**src/rtl/neorv32_wb_arbiter.sv**
```systemverilog
// rtl/neorv32_wb_arbiter.sv - round-robin Wishbone arbiter with bus-timeout watchdog
//
// Shares one classic Wishbone slave port between NUM_MASTERS masters. A master
// requests by raising cyc and stb. In IDLE the arbiter grants the first requester
// found searching upward from the last granted master, with wrap-around.
//
// The granted master is routed combinationally to the slave, and the slave's
// ack/err is routed combinationally back to that master. A watchdog raises a
// one-cycle err to the granted master when its strobe goes unanswered for
// TIMEOUT cycles. The arbiter always spends one idle cycle between two grants.
//
// Ports:
//   clk_i, rstn_i          clock, asynchronous active-low reset
//   m_cyc_i/stb_i/we_i     per-master control, one bit per master
//   m_sel_i/adr_i/dat_i    per-master fields, master k in slice k
//   m_dat_o                slave read data, broadcast to all masters
//   m_ack_o/m_err_o        response, only the granted master's bit can be set
//   s_cyc_o ... s_dat_o    slave request port
//   s_dat_i/ack_i/err_i    slave response port
//   grant_o                one-hot current grant, zero while idle
module neorv32_wb_arbiter #(
    parameter int NUM_MASTERS = 2,
    parameter int ADDR_W      = 32,
    parameter int DATA_W      = 32,
    parameter int TIMEOUT     = 255,
    parameter int LOCK_ON_CYC = 1
) (
    input  logic                            clk_i,
    input  logic                            rstn_i,
    input  logic [NUM_MASTERS-1:0]          m_cyc_i,
    input  logic [NUM_MASTERS-1:0]          m_stb_i,
    input  logic [NUM_MASTERS-1:0]          m_we_i,
    input  logic [NUM_MASTERS*DATA_W/8-1:0] m_sel_i,
    input  logic [NUM_MASTERS*ADDR_W-1:0]   m_adr_i,
    input  logic [NUM_MASTERS*DATA_W-1:0]   m_dat_i,
    output logic [DATA_W-1:0]               m_dat_o,
    output logic [NUM_MASTERS-1:0]          m_ack_o,
    output logic [NUM_MASTERS-1:0]          m_err_o,
    output logic                            s_cyc_o,
    output logic                            s_stb_o,
    output logic                            s_we_o,
    output logic [DATA_W/8-1:0]             s_sel_o,
    output logic [ADDR_W-1:0]               s_adr_o,
    output logic [DATA_W-1:0]               s_dat_o,
    input  logic [DATA_W-1:0]               s_dat_i,
    input  logic                            s_ack_i,
    input  logic                            s_err_i,
    output logic [NUM_MASTERS-1:0]          grant_o
);

    localparam int SEL_W = DATA_W / 8;
    localparam int IDX_W = (NUM_MASTERS > 1) ? $clog2(NUM_MASTERS) : 1;
    localparam int CNT_W = (TIMEOUT > 1) ? $clog2(TIMEOUT + 1) : 1;
    localparam logic [CNT_W-1:0] TMO_LAST = (TIMEOUT > 0) ? CNT_W'(TIMEOUT - 1) : '0;

    typedef enum logic {IDLE, BUSY} state_t;

    state_t                 state_q, state_d;
    logic [NUM_MASTERS-1:0] grant_q, grant_d;
    logic [IDX_W-1:0]       gidx_q, gidx_d;
    logic [IDX_W-1:0]       ptr_q, ptr_d;
    logic [CNT_W-1:0]       tmo_cnt_q, tmo_cnt_d;

    logic [NUM_MASTERS-1:0] req;
    logic                   busy;
    logic                   g_cyc, g_stb;
    logic                   tmo_hit;
    logic                   resp_ack, resp_err;
    logic                   pick_valid;
    logic [IDX_W-1:0]       pick_idx;

    assign req  = m_cyc_i & m_stb_i;
    assign busy = (state_q == BUSY);

    assign g_cyc = m_cyc_i[gidx_q];
    assign g_stb = m_stb_i[gidx_q];

    // Timeout fires on the TIMEOUT-th unanswered strobe cycle. A response in
    // the same cycle takes precedence, so a late-but-in-time ack is never
    // turned into an error.
    assign tmo_hit = (TIMEOUT != 0) && busy && g_cyc && g_stb && !s_ack_i && !s_err_i &&
                     (tmo_cnt_q == TMO_LAST);

    // Gating with cyc means a master that drops cyc aborts the slave cycle at
    // once and never receives the stale response.
    assign s_cyc_o = busy & g_cyc;
    assign s_stb_o = busy & g_cyc & g_stb & ~tmo_hit;
    assign s_we_o  = busy & m_we_i[gidx_q];
    assign s_sel_o = busy ? m_sel_i[gidx_q*SEL_W +: SEL_W]   : '0;
    assign s_adr_o = busy ? m_adr_i[gidx_q*ADDR_W +: ADDR_W] : '0;
    assign s_dat_o = busy ? m_dat_i[gidx_q*DATA_W +: DATA_W] : '0;

    assign resp_ack = s_cyc_o & s_ack_i;
    assign resp_err = s_cyc_o & (s_err_i | tmo_hit);

    assign m_ack_o = resp_ack ? grant_q : '0;
    assign m_err_o = resp_err ? grant_q : '0;
    assign m_dat_o = s_dat_i;
    assign grant_o = grant_q;

    // Round-robin pick: first requester after the last granted master.
    always_comb begin
        int cand;
        pick_valid = 1'b0;
        pick_idx   = '0;
        cand       = 0;
        for (int i = 1; i <= NUM_MASTERS; i++) begin
            cand = int'(ptr_q) + i;
            if (cand >= NUM_MASTERS) begin
                cand = cand - NUM_MASTERS;
            end
            if (!pick_valid && req[cand]) begin
                pick_valid = 1'b1;
                pick_idx   = IDX_W'(cand);
            end
        end
    end

    always_comb begin
        state_d = state_q;
        grant_d = grant_q;
        gidx_d  = gidx_q;
        ptr_d   = ptr_q;
        case (state_q)
            IDLE: begin
                if (pick_valid) begin
                    state_d = BUSY;
                    gidx_d  = pick_idx;
                    grant_d = NUM_MASTERS'(1) << pick_idx;
                end
            end
            BUSY: begin
                if (!g_cyc || ((LOCK_ON_CYC == 0) && (resp_ack || resp_err))) begin
                    state_d = IDLE;
                    grant_d = '0;
                    ptr_d   = gidx_q;
                end
            end
            default: begin
                state_d = IDLE;
                grant_d = '0;
            end
        endcase
    end

    always_comb begin
        tmo_cnt_d = tmo_cnt_q;
        if (!busy || resp_ack || resp_err) begin
            tmo_cnt_d = '0;
        end else if (s_stb_o) begin
            tmo_cnt_d = tmo_cnt_q + CNT_W'(1);
        end
    end

    always_ff @(posedge clk_i or negedge rstn_i) begin
        if (!rstn_i) begin
            state_q   <= IDLE;
            grant_q   <= '0;
            gidx_q    <= '0;
            ptr_q     <= IDX_W'(NUM_MASTERS - 1);
            tmo_cnt_q <= '0;
        end else begin
            state_q   <= state_d;
            grant_q   <= grant_d;
            gidx_q    <= gidx_d;
            ptr_q     <= ptr_d;
            tmo_cnt_q <= tmo_cnt_d;
        end
    end

endmodule

```
**config.mk**
```make
export PLATFORM = sky130hd
export DESIGN_NAME = neorv32_wb_arbiter
export DESIGN_NICKNAME = d
export VERILOG_FILES = /design/src/rtl/neorv32_wb_arbiter.sv
export SDC_FILE = /design/constraint.sdc
export NUM_CORES = 1
export LEC_CHECK = 0
export ABC_AREA = 1
export CORE_AREA = 2 2 113 115
export DETAILED_ROUTE_END_ITERATION = 6
export DIE_AREA = 0 0 115 117
export PLACE_DENSITY = 0.57
export SYNTH_ARGS = -nofsm -noshare
export SYNTH_HDL_FRONTEND = slang
export SYNTH_SLANG_ARGS = --single-unit
```
**constraint.sdc**
```tcl
create_clock -name clk_i -period 1.9 [get_ports clk_i]
set_input_delay 0.19 -clock clk_i [delete_from_list [all_inputs] [get_ports clk_i]]
set_output_delay 0.19 -clock clk_i [all_outputs]
set_load 0.1 [all_outputs]
```
* Word level (Yosys, flattened, before mapping)
Index checks and enable logic that the tools add are counted.
Word-level totals: word-level logic and storage cells 80, input bits 178, bits in registers 13
Cells by class: bitwise logic cells 11, shift-type cells 4, $add $sub $neg 5, equal/unequal tests 3, $lt $le $gt $ge 5, reductions and logical operators 16, multiplexer cells 31
Operator list (number):
- 32-bit two-way mux | 4
- 64-bit by 7-bit variable part select with 32-bit output | 2
- 32-bit by 3-bit less-than comparator with 1-bit output (second input constant) | 2
- 1-bit two-way mux | 18
- 8-bit two-way mux | 2
- 8-bit by 1-bit adder with 8-bit output (second input constant) | 1
- 8-bit == test (second input constant) | 1
- 2-bit two-way mux | 4
- 8-bit by 4-bit variable part select with 4-bit output | 1
- 1-bit AND | 6
- 1-bit logical AND | 6
- 2-bit AND reduction | 3
- 1-bit logical NOT | 4
- 4-bit two-way mux | 1
- 2-bit != test (second input constant) | 2
- 2-bit one-hot mux with 2 select lines | 1
- 3-bit by 2-bit subtractor with 4-bit output (second input constant) | 1
- 1-bit by 2-bit adder with 3-bit output (second input constant) | 1
- 3-bit by 2-bit greater-or-equal comparator with 1-bit output (second input constant) | 1
- 1-bit NOT | 3
- 2-bit by 2-bit subtractor with 3-bit output (second input constant) | 1
- 1-bit by 1-bit adder with 2-bit output (second input constant) | 1
- 2-bit AND | 1
- 2-bit greater-or-equal comparator (second input constant) | 1
- 6 further kinds | 7

* Logic depth before layout (Yosys ltp)
Gate-level depths: netlist (run 1).
word-level depth 13, mapped depth 10, gate-level depth less buffers 9

* Least setup slack after synthesis (run 1)
No wires, ideal clock.
kind register to output, from register gidx_q, to output m_err_o[0], setup slack -1070 ps, data required time 1710 ps, buffers on the path 1, stages on the path, launching flop included 7, arrival 2780 ps, cell sequence dfrtp_1 buf_6 nand2_4 nand3_4 inv_2 nand2_1 a21oi_1
RTL lines:
- from (decl) | RTL line 60 | logic [IDX_W-1:0] gidx_q, gidx_d;
- from (signal assigned) | RTL line 165 | gidx_q <= gidx_d;
- 1-bit two-way mux (not written as such) (2 in series) | RTL line 75 | assign g_cyc = m_cyc_i[gidx_q];
- 1-bit AND | RTL line 86 | assign s_cyc_o = busy & g_cyc;
- via s_cyc_o | RTL line 39 | output logic s_cyc_o,
- 1-bit AND | RTL line 94 | assign resp_err = s_cyc_o & (s_err_i | tmo_hit);
- 2-bit two-way mux | RTL line 97 | assign m_err_o = resp_err ? grant_q : '0;
- to (decl) | RTL line 38 | output logic [NUM_MASTERS-1:0] m_err_o,
The timed path passes the listed nets, and every way through them passes these cells. The select of a mux whose other input is x is not followed.

* Final worst setup path (run 1)
from register tmo_cnt_q[0], to output m_err_o[0]
On the way: cells in the longest elaborated chain, start to end 5
Ends and longest elaborated chain:
- from (decl) | RTL line 62 | logic [CNT_W-1:0] tmo_cnt_q, tmo_cnt_d;
- from (signal assigned) | RTL line 167 | tmo_cnt_q <= tmo_cnt_d;
- 8-bit == test | RTL line 82 | (tmo_cnt_q == TMO_LAST);
- 1-bit logical AND | RTL line 81 | assign tmo_hit = (TIMEOUT != 0) && busy && g_cyc && g_stb && !s_ack_i && !s_err_i &&
- 1-bit bitwise OR | RTL line 94
- 1-bit AND | RTL line 94
- 2-bit two-way mux | RTL line 97
No other way between the ends.

==> results.tsv, run 1 <==
stage	metric	value	unit
run_status	status	finished clean	
final_layout	stdcell_count	720	
critical_path	arrival	1670	ps
clocking	htree_levels	1	
sta	maxSlewHeadroom	56.2	%
route	drt_pass1_iterations	4	
sta	hold_slack	353	ps
grt	grt.busiest_layer	met2	
yosys	synth_cell_type_count	27	
yosys	ys_seq_elements	13	
sta	maxSlewViolCount	0	
final_layout	num-fill-cells	1242	
route	vias	3017	
critical_path	crit_path_end_kind	output port	
sta	period_share	98.0	%
final_layout	drive_gt1_share	34.2	%
critical_path	path_max_fanout	3	
critical_path	r2r-end	tmo_cnt_q[0]$_DFFE_PN0P_	
final_layout	layout.nets	751	
grt	grt_max_degree	52	
yosys	yosysTopAreaCell	nor2_1	
sta	rsz0062_at_grt	true	
clocking	cts_max_path_buffers	2	
placement	place_area	5220	um^2
final_layout	antenna_cells	0	
clocking	cts-root-buf	clkbuf_16	
route	drc	0	
critical_path	critical_path_class	reg2out	
yosys	synth.top_cell.area_share	27.4	%
final_layout	design_area	5380	um^2
clocking	clock_latency	240	ps
grt	grt_pass1_wl	15.8	mm
sta	fin_worst_skew	1.06	ps
yosys	syn_nets	566	
yosys	yosys_warnings	0	
clocking	clk_pin_slew_worst_paths	50	ps
sta	period_needed	1860	ps
grt	gr-usage-met1	15.8	%
grt	use_met2	29.2	%
die	rows	41	
die	die_y	117	um
route	drtIter0Drc	155	
grt	antenna_found_initial	0	
route	drt-wirelength-per-cell	14.6	um
die	num_io_pins	287	
placement	portBuffers	222	
grt	grt_overflow	0	
placement	dpl.cell_count	711	
grt	grt_use_met3	2.99	%
critical_path	r2r_slack	340	ps
final_layout	regArea	332	um^2
grt	grt_pass1_vias	3119	
clocking	cts_tree	yes	
sta	tightest_slew	655	ps
flow_run	maxCapViolations	0	
yosys	syn_area_per_cell	5.43	um^2
critical_path	cp-start-kind	register	
route	vias_per_cell	4.19	
clocking	cts_buffers	3	
sta	hold_viol	0	
sta	fmax	537	MHz
critical_path	required	1710	ps
die	fp.dieW	115	um
die	core_area	12300	um^2
critical_path	regToRegStartpoint	tmo_cnt_q[0]$_DFFE_PN0P_	
final_layout	multi_input_area	1570	um^2
yosys	synthCells	386	
final_layout	syn_to_final_growth	157	%
route	final_antenna_net_count	0	
yosys	seq_area_frac_synth	15.6	%
yosys	synth_area	2100	um^2
clocking	clock-sinks	13	
placement	routabilityCongestion	0.869	
critical_path	ff2ff_path_depth	10	
sta	finalSetupViolCount	0	
grt	grt_usage	14.9	%
hold_path	hold_path.class	in2async	
die	die_area	13500	um^2
yosys	synthTopCellsByArea	nor2_1, o21ai_0, dfrtp_1	
placement	dp_hpwl	8.70	mm
route	wirelength	10.5	mm
die	start_util	17.0	%
how the worst max path moves through the flow:
stage                             startpoint    endpoint  slack, ps  depth (start not counted)
floorplan                 gidx_q$_DFFE_PN0P_  m_err_o[0]         10                          6
global placement                  m_cyc_i[1]  m_err_o[1]         40                          8
detailed placement                m_cyc_i[1]  m_err_o[1]         40                          8
CTS                 tmo_cnt_q[0]$_DFFE_PN0P_     s_stb_o          4                          9
global route        tmo_cnt_q[0]$_DFFE_PN0P_  m_err_o[0]        -50                          9
finish              tmo_cnt_q[0]$_DFFE_PN0P_  m_err_o[0]         40                          9
cells in the mapped netlist, drive strengths merged:
cell / instances
nand3: 11
dfstp: 1
inv: 23
buf: 37
nand2: 40
nor3: 1
a21oi: 3
nand4: 6
o22ai: 1
ha: 2
a31o: 1
dfrtp: 12
nor2: 154
o21ai: 72
o21a: 1
nand3b: 1
clkbuf: 20
critical path: stages (launching register included):
cell,delay (ps)
dfrtp_1,400
inv_2,100
ha_4,130
nand2_2,50
nor2_2,110
nand3_2,110
inv_2,80
nand2_4,60
a21oi_4,170
buf_12,190
per-layer routing:
| metal | part of all wire (%) | wire [um] |
|---|---|---|
| met1 | 36 | 3830 |
| met2 | 54 | 5680 |
| met3 | 6.4 | 672 |
| met4 | 3.4 | 353 |
| met5 | 0 | 0 |
placed cells by master, fill, tap and decap left out, drive strengths merged:
| cell | n |
|---|---|
| clkbuf | 4 |
| clkdlybuf4s50 | 145 |
| a21oi | 3 |
| a31o | 1 |
| nor2 | 154 |
| nand2 | 40 |
| o21a | 1 |
| inv | 23 |
| o22ai | 1 |
| nand3 | 11 |
| ha | 2 |
| nand4 | 6 |
| dfstp | 1 |
| o21ai | 72 |
| nor3 | 1 |
| dfrtp | 12 |
| nand3b | 1 |
| buf | 92 |
final cells by class:
| type | instances | area share, % |
|---|---|---|
| inverter | 23 | 1.74 |
| timing repair buffer | 237 | 58.0 |
| multi-input combinational | 293 | 29.2 |
| clock buffer | 4 | 1.47 |
| sequential | 13 | 6.17 |
| tap | 150 | 3.49 |
logic make-up after synthesis:
group	Yosys count	synth area share, %
adders and majority gates	2	1.19
AOI/OAI and AO/OA	78	19.5
buffers and inverters	80	21.0
and+or+nand+nor	213	42.7
DFF	13	15.6
registers in the layout, indices dropped and copies added, names as in the netlist:
register,flops
busy,1
grant_o,2
tmo_cnt_q,8
gidx_q,1
ptr_q,1
per-stage QoR:
step | worst slack (ps) | util (%) | setup TNS [ps]
after CTS | 3.87 | 43.2 | 0
after detailed placement | 36.5 | 42.4 | 0
after global routing | -52.8 | 43.7 | -104
after global placement | 36.0 | 42.4 | 0
after floorplan | 10.4 | - | 0
final | 38.0 | 43.7 | 0
repair_timing:
| item | CTS | global route |
|---|---|---|
| pin swaps | 1 | 3 |
| setup buffers | 2 | 3 |
| hold buffers | 0 | 0 |
| resized for setup | 2 | 12 |
| setup endpoints to repair | 6 | 6 |
Power of run 1 is not shown: default switching activity piles up to over one toggle a cycle in this logic, so the estimate is an artifact.
==> inputs of run 2 (changes only) <==
Settings changed: SLEW_MARGIN set to 20.
==> results of run 2 <==
No change in the layout: final DEF, timing and power equal those of run 1.
Power of run 2 is left out for the same reason.
==> inputs of run 3 (changes only) <==
Settings changed: CAP_MARGIN set to 20.
==> results of run 3 <==
No change in the layout: final DEF, timing and power equal those of run 1.
Power of run 3 is left out for the same reason.
